$ cat config.mk
export PLATFORM = sky130hd
export DESIGN_NAME = video_timing_gen
export DESIGN_NICKNAME = d
export VERILOG_FILES = /design/src/rtl/video_timing_pkg.sv /design/src/rtl/video_timing_gen.sv
export SDC_FILE = /design/constraint.sdc
export NUM_CORES = 1
export LEC_CHECK = 0
export CAP_MARGIN = 0
export CORE_MARGIN = 10
export CORE_UTILIZATION = 50
export DETAILED_ROUTE_END_ITERATION = 16
export GPL_TIMING_DRIVEN = 0
export PLACE_DENSITY = 0.67
export SKIP_LAST_GASP = 1
export SLEW_MARGIN = 20
export SYNTH_ARGS = -nofsm -noshare
export SYNTH_HDL_FRONTEND = slang
export SYNTH_SLANG_ARGS = --single-unit
export TNS_END_PERCENT = 5
$ cat constraint.sdc
create_clock -name pxl_clk -period 7.5 [get_ports pxl_clk]
set_clock_uncertainty 0.1 [all_clocks]
set_input_delay 0.75 -clock pxl_clk [delete_from_list [all_inputs] [get_ports pxl_clk]]
set_output_delay 0.75 -clock pxl_clk [all_outputs]
set_load 0.01 [all_outputs]
$ cat src/rtl/video_timing_pkg.sv
// Shared timing types and helpers for the raster timing generator.
// One timing_t describes a complete frame geometry plus sync polarities.
package video_timing_pkg;

    localparam int TCW = 12;

    typedef struct packed {
        logic [TCW-1:0] h_active;
        logic [TCW-1:0] h_fp;
        logic [TCW-1:0] h_sync;
        logic [TCW-1:0] h_bp;
        logic [TCW-1:0] v_active;
        logic [TCW-1:0] v_fp;
        logic [TCW-1:0] v_sync;
        logic [TCW-1:0] v_bp;
        logic           hs_pol;
        logic           vs_pol;
    } timing_t;

    localparam timing_t TIMING_640x480_60 = '{
        h_active: TCW'(640),
        h_fp:     TCW'(16),
        h_sync:   TCW'(96),
        h_bp:     TCW'(48),
        v_active: TCW'(480),
        v_fp:     TCW'(10),
        v_sync:   TCW'(2),
        v_bp:     TCW'(33),
        hs_pol:   1'b0,
        vs_pol:   1'b0
    };

    // Totals are summed two bits wider so an overflowing config is visible.
    function automatic logic timing_valid(timing_t t);
        logic [TCW+1:0] ht;
        logic [TCW+1:0] vt;
        logic [TCW+1:0] lim;
        ht  = (TCW+2)'(t.h_active) + (TCW+2)'(t.h_fp)
            + (TCW+2)'(t.h_sync) + (TCW+2)'(t.h_bp);
        vt  = (TCW+2)'(t.v_active) + (TCW+2)'(t.v_fp)
            + (TCW+2)'(t.v_sync) + (TCW+2)'(t.v_bp);
        lim = {2'b00, {TCW{1'b1}}};
        return (t.h_active != '0) && (t.h_sync != '0)
            && (t.v_active != '0) && (t.v_sync != '0)
            && (ht <= lim) && (vt <= lim);
    endfunction

endpackage

$ cat src/rtl/video_timing_gen.sv
// Raster timing generator: h/v counters, registered sync/de decode and a
// shadow config register that is applied only at the frame wrap.
module video_timing_gen
    import video_timing_pkg::*;
#(
    parameter int CW       = 12,
    parameter int H_ACTIVE = 640,
    parameter int H_FP     = 16,
    parameter int H_SYNC   = 96,
    parameter int H_BP     = 48,
    parameter int V_ACTIVE = 480,
    parameter int V_FP     = 10,
    parameter int V_SYNC   = 2,
    parameter int V_BP     = 33,
    parameter int HS_POL   = 0,
    parameter int VS_POL   = 0
) (
    input  logic          pxl_clk,
    input  logic          rst,
    input  logic [CW-1:0] cfg_h_active,
    input  logic [CW-1:0] cfg_h_fp,
    input  logic [CW-1:0] cfg_h_sync,
    input  logic [CW-1:0] cfg_h_bp,
    input  logic [CW-1:0] cfg_v_active,
    input  logic [CW-1:0] cfg_v_fp,
    input  logic [CW-1:0] cfg_v_sync,
    input  logic [CW-1:0] cfg_v_bp,
    input  logic          cfg_hs_pol,
    input  logic          cfg_vs_pol,
    input  logic          cfg_load,
    output logic          cfg_pending,
    output logic          cfg_err,
    output logic          de,
    output logic          hsync,
    output logic          vsync,
    output logic [CW-1:0] x,
    output logic [CW-1:0] y,
    output logic          line_start,
    output logic          frame_start
);

    localparam timing_t DEF = '{
        h_active: TCW'(H_ACTIVE),
        h_fp:     TCW'(H_FP),
        h_sync:   TCW'(H_SYNC),
        h_bp:     TCW'(H_BP),
        v_active: TCW'(V_ACTIVE),
        v_fp:     TCW'(V_FP),
        v_sync:   TCW'(V_SYNC),
        v_bp:     TCW'(V_BP),
        hs_pol:   1'(HS_POL),
        vs_pol:   1'(VS_POL)
    };
    localparam logic [CW-1:0] ONE = CW'(1);

    timing_t       act_q, act_d, shd_q, shd_d, new_cfg;
    logic          pend_q, pend_d, err_q, err_d;
    logic [CW-1:0] h_q, h_d, v_q, v_d;
    logic [CW-1:0] x_q, x_d, y_q, y_d;
    logic          de_q, de_d, hs_q, hs_d, vs_q, vs_d;
    logic          ls_q, ls_d, fs_q, fs_d;

    logic [CW-1:0] ht, vt, hs_start, hs_end, vs_start, vs_end;
    logic          h_last, v_last, wrap, load_ok;
    logic          in_hs, vs_on, vs_off, in_vs;

    always_comb begin
        new_cfg = '{
            h_active: cfg_h_active, h_fp: cfg_h_fp,
            h_sync:   cfg_h_sync,   h_bp: cfg_h_bp,
            v_active: cfg_v_active, v_fp: cfg_v_fp,
            v_sync:   cfg_v_sync,   v_bp: cfg_v_bp,
            hs_pol:   cfg_hs_pol,   vs_pol: cfg_vs_pol
        };
        load_ok = cfg_load && timing_valid(new_cfg);
        err_d   = cfg_load && !timing_valid(new_cfg);

        ht     = act_q.h_active + act_q.h_fp + act_q.h_sync + act_q.h_bp;
        vt     = act_q.v_active + act_q.v_fp + act_q.v_sync + act_q.v_bp;
        h_last = (h_q == ht - ONE);
        v_last = (v_q == vt - ONE);
        wrap   = h_last && v_last;

        h_d = h_last ? '0 : h_q + ONE;
        v_d = v_q;
        if (h_last) begin
            v_d = v_last ? '0 : v_q + ONE;
        end

        // The held shadow is consumed first; a same-cycle load re-arms it.
        act_d  = act_q;
        shd_d  = shd_q;
        pend_d = pend_q;
        if (wrap && pend_q) begin
            act_d  = shd_q;
            pend_d = 1'b0;
        end
        if (load_ok) begin
            shd_d  = new_cfg;
            pend_d = 1'b1;
        end

        hs_start = act_q.h_active + act_q.h_fp;
        hs_end   = hs_start + act_q.h_sync;
        vs_start = act_q.v_active + act_q.v_fp;
        vs_end   = vs_start + act_q.v_sync;

        in_hs  = (h_q >= hs_start) && (h_q < hs_end);
        // Both vsync edges line up with the hsync leading edge.
        vs_on  = (v_q > vs_start) || ((v_q == vs_start) && (h_q >= hs_start));
        vs_off = (v_q > vs_end) || ((v_q == vs_end) && (h_q >= hs_start));
        in_vs  = vs_on && !vs_off;

        de_d = (h_q < act_q.h_active) && (v_q < act_q.v_active);
        hs_d = in_hs ? act_q.hs_pol : ~act_q.hs_pol;
        vs_d = in_vs ? act_q.vs_pol : ~act_q.vs_pol;
        x_d  = h_q;
        y_d  = v_q;
        ls_d = (h_q == '0);
        fs_d = (h_q == '0) && (v_q == '0);
    end

    always_ff @(posedge pxl_clk) begin
        if (rst) begin
            h_q    <= '0;
            v_q    <= '0;
            act_q  <= DEF;
            shd_q  <= DEF;
            pend_q <= 1'b0;
            err_q  <= 1'b0;
            de_q   <= 1'b0;
            hs_q   <= ~DEF.hs_pol;
            vs_q   <= ~DEF.vs_pol;
            x_q    <= '0;
            y_q    <= '0;
            ls_q   <= 1'b0;
            fs_q   <= 1'b0;
        end else begin
            h_q    <= h_d;
            v_q    <= v_d;
            act_q  <= act_d;
            shd_q  <= shd_d;
            pend_q <= pend_d;
            err_q  <= err_d;
            de_q   <= de_d;
            hs_q   <= hs_d;
            vs_q   <= vs_d;
            x_q    <= x_d;
            y_q    <= y_d;
            ls_q   <= ls_d;
            fs_q   <= fs_d;
        end
    end

    assign cfg_pending = pend_q;
    assign cfg_err     = err_q;
    assign de          = de_q;
    assign hsync       = hs_q;
    assign vsync       = vs_q;
    assign x           = x_q;
    assign y           = y_q;
    assign line_start  = ls_q;
    assign frame_start = fs_q;

endmodule

==> impl_metrics.env <==
export IMPL_grt_use_met2=0.357
export IMPL_totalWireLength_microns=46100
export IMPL_antenna_found_initial=0
export IMPL_regToRegSetupSlack_ns=0.87
export IMPL_clock_sinks=251
export IMPL_die_h_microns=201
export IMPL_io_buffers=130
export IMPL_crit_type="register to register"
export IMPL_hold_class="register to register"
export IMPL_grt_pass1_vias=13400
export IMPL_synthTopCellsByArea="dfxtp_1 (31%), ha_1 (14%), fa_1 (6.6%), nand2_1 (5.1%), a21oi_1 (4.9%)"
export IMPL_post_drt_wl_per_cell_microns=18.5
export IMPL_grt_max_degree=14
export IMPL_path_max_fanout=10
export IMPL_hold_buffers=0
export IMPL_power_density_nw_per_um2=174
export IMPL_critPathMaxStageDelay_ns=0.61
export IMPL_p_total_w=0.00330
export IMPL_fillCellCount=2994
export IMPL_nets=2362
export IMPL_finalCoreUtilization=0.588
export IMPL_comb_power_share=0.169
export IMPL_grt_pass1_wl_microns=72900
export IMPL_die_area_sq_um=40200
export IMPL_multi_input_area_sq_um=10300
export IMPL_synthArstFlopShare=0
export IMPL_vias_per_cell=5.43
export IMPL_setup_ws_ns=0.872
export IMPL_gr_max_usage_layer="met2"
export IMPL_regArea_sq_um=5020
export IMPL_fmax_mhz=151
export IMPL_status="finished clean"
export IMPL_hold_viol_final=0
export IMPL_root_buffer="clkbuf_16"
export IMPL_n_antenna_cell=0
export IMPL_dp_slack_ns=0.929
export IMPL_gp_congestion=0.928
export IMPL_num_rows=66
export IMPL_syn_nets=2203
export IMPL_seq_area_frac_synth=0.308
export IMPL_finalSetupTns_ns=0
export IMPL_synth_ff_type="dfxtp_1"
export IMPL_p_leak_nw=7.98
export IMPL_post_cts_buffers=0
export IMPL_clk_pin_slew_ns=0.06
export IMPL_grtUsageMet1=0.312
export IMPL_p_int_w=0.00240
export IMPL_fp_dieW_microns=201
export IMPL_cpMostUsedCell="ha_1"
export IMPL_cts_tree="yes"
export IMPL_core_area_sq_um=32400
export IMPL_slew_headroom=0.395
export IMPL_drcViolationCount=0
export IMPL_drtAntennaViolNets=0
export IMPL_netlist_instances=1867
export IMPL_clk_latency_ns=0.54
export IMPL_synthDominantCellAreaShare=0.308
export IMPL_startpoint_type="register"
export IMPL_ios=132
export IMPL_sw_frac_of_total=0.273
export IMPL_gr_usage_met3=0.0303
export IMPL_finalCritPeriodShare=0.884
export IMPL_cap_violations=0
export IMPL_ys_types=61
export IMPL_p_sw_w=0.000902
export IMPL_cp_arrival_ns=6.97
export IMPL_cts_path_max_buffers=3
export IMPL_synth_top_cell_by_area="dfxtp_1"
export IMPL_cts_resized=0
export IMPL_grt_ovfl_total=0
export IMPL_grt_usage=0.223
export IMPL_syn_area_per_cell_sq_um=8.73
export IMPL_vias=13500
export IMPL_cts_buffers=27
export IMPL_required_ns=7.84
export IMPL_yosys_warnings=0
export IMPL_syn_area_sq_um=16300
export IMPL_rsz0062_at_grt="false"
export IMPL_finalSetupViolations=0
export IMPL_initial_utilization=0.503
export IMPL_p_seq_frac=0.436
export IMPL_maxSlewViolCount=0
export IMPL_synth_seq_cells=251
export IMPL_end_kind="register"
export IMPL_clkPwrFrac=0.395
export IMPL_cts_max_level=1
export IMPL_drt_initial_drc_count=978
export IMPL_dr_pass1_iters=5
export IMPL_fin_crit_ns=6.63
export IMPL_synthToLayoutAreaGrowth_pct=16.7
export IMPL_cp_slowest_cell="or4_1"
export IMPL_worstMarginPinSlew_ns=0.908
export IMPL_hpwlAfterDp_microns=38100
export IMPL_drive_gt1_frac=0.0547
export IMPL_ir_worst_vdd_mv=0.177
export IMPL_synth_edf_count=0
==> stage by stage <==
step,hold slack (ns),instance area (sq um),cells
6_report,0.355,19000,2488
4_1_cts,0.358,19000,2488
5_1_grt,0.369,19000,2488
3_3_place_gp,0.347,18100,2439
2_1_floorplan,0.332,16300,1867
3_5_place_dp,0.350,18100,2439
==> metal layers <==
layer	part of all wire	vias up
met2	0.44	347
met4	0.021	0
met5	0	-
li1	-	6755
met1	0.49	6342
met3	0.050	57
==> kinds of logic (layout without fill, tap and decap cells) <==
kind of cell | after synthesis | after routing | synth area share
muxes | 7 | 7 | 0.00484
DFF | 251 | 251 | 0.308
xor gates and xnor gates | 101 | 101 | 0.0547
and+or+nand+nor | 637 | 637 | 0.205
AOI/OAI and AO/OA | 412 | 412 | 0.163
adders and majority gates | 236 | 236 | 0.206
buffers and inverters | 223 | 402 | 0.0578
==> synth_stat cells (all sizes together), types with 2 or more instances <==
library cell    n
nand2         220
xor2           54
and2            3
a2111oi         2
o31ai          35
a21o           62
nor3           31
or4             6
mux2i           3
a22oi           2
or2             5
o211ai          7
clkbuf         67
nand3          29
fa             54
a311oi          2
o21bai          4
a211oi         12
and4            3
nor4b           3
nand4b          4
nor2b          31
xnor2          47
nor3b           4
nor4           22
nand4          14
a31o            4
o41ai           2
nand3b         97
o21a           14
buf            23
a21oi         160
mux2            4
o21ai          94
and3           18
nand2b         68
dfxtp         251
o2111ai         2
inv           133
a31oi           4
ha            181
nor2           77
==> layout by cell type, fill, tap and decap left out, drive strengths merged, types with 5 or more instances in the layout <==
master         instances
dfxtp                251
nand2                220
ha                   181
a21oi                160
inv                  135
clkdlybuf4s50        130
clkbuf               106
nand3b                97
o21ai                 94
nor2                  77
nand2b                68
a21o                  62
xor2                  54
fa                    54
xnor2                 47
o31ai                 35
nor2b                 31
nor3                  31
nand3                 29
buf                   23
nor4                  22
and3                  18
o21a                  14
nand4                 14
a211oi                12
o211ai                 7
or4                    6
clkinv                 6
or2                    5
==> power by group through the flow <==
stage,clock network (W),logic [W],registers [W]
4_1_cts,0.00132,0.000562,0.00144
5_1_grt,0.00137,0.000632,0.00145
2_1_floorplan,0,0.000356,0.00145
3_5_place_dp,0,0.000559,0.00147
3_3_place_gp,0,0.000546,0.00147
6_report,0.00130,0.000557,0.00144
==> cell type report <==
class / instances / area share
inverters: 133 / 0.0263
well taps: 442 / 0.0291
clock buffers: 39 / 0.0411
clock inverters: 10 / 0.00461
flip-flops and latches: 251 / 0.264
multi-input cells: 1393 / 0.543
repair buffers: 130 / 0.0684
plain buffers: 90 / 0.0233
==> state kept, by name, indices dropped and copies added (netlist names) <==
signal and flops:
frame_start 1, x 12, act_q 98, vsync 1
v_q 12, cfg_err 1, hsync 1, de 1
line_start 1, shd_q 98, cfg_pending 1, h_q 12
y 12
==> critical path: cells and delay by family, from the launching register on <==
kind	cells	cell delay (ns)
flip-flops	1	0.38
multiplexers	1	0.22
XOR/XNOR	3	0.69
buffers and inverters	5	0.66
AO/OA/AOI/OAI	10	1.46
AND/OR/NAND/NOR	7	1.58
adder cells (fa/ha/maj)	5	1.42
==> worst paths after layout <==
kind                            startpoint  cells past startpoint         to
worst min register to register   shd_q[62]                      2  shd_q[62]
worst max-delay path             act_q[86]                     31  act_q[39]
worst max register to register   act_q[86]                     31  act_q[39]
worst min-delay path             shd_q[62]                      2  shd_q[62]
Power figures use the tool's default switching activity.
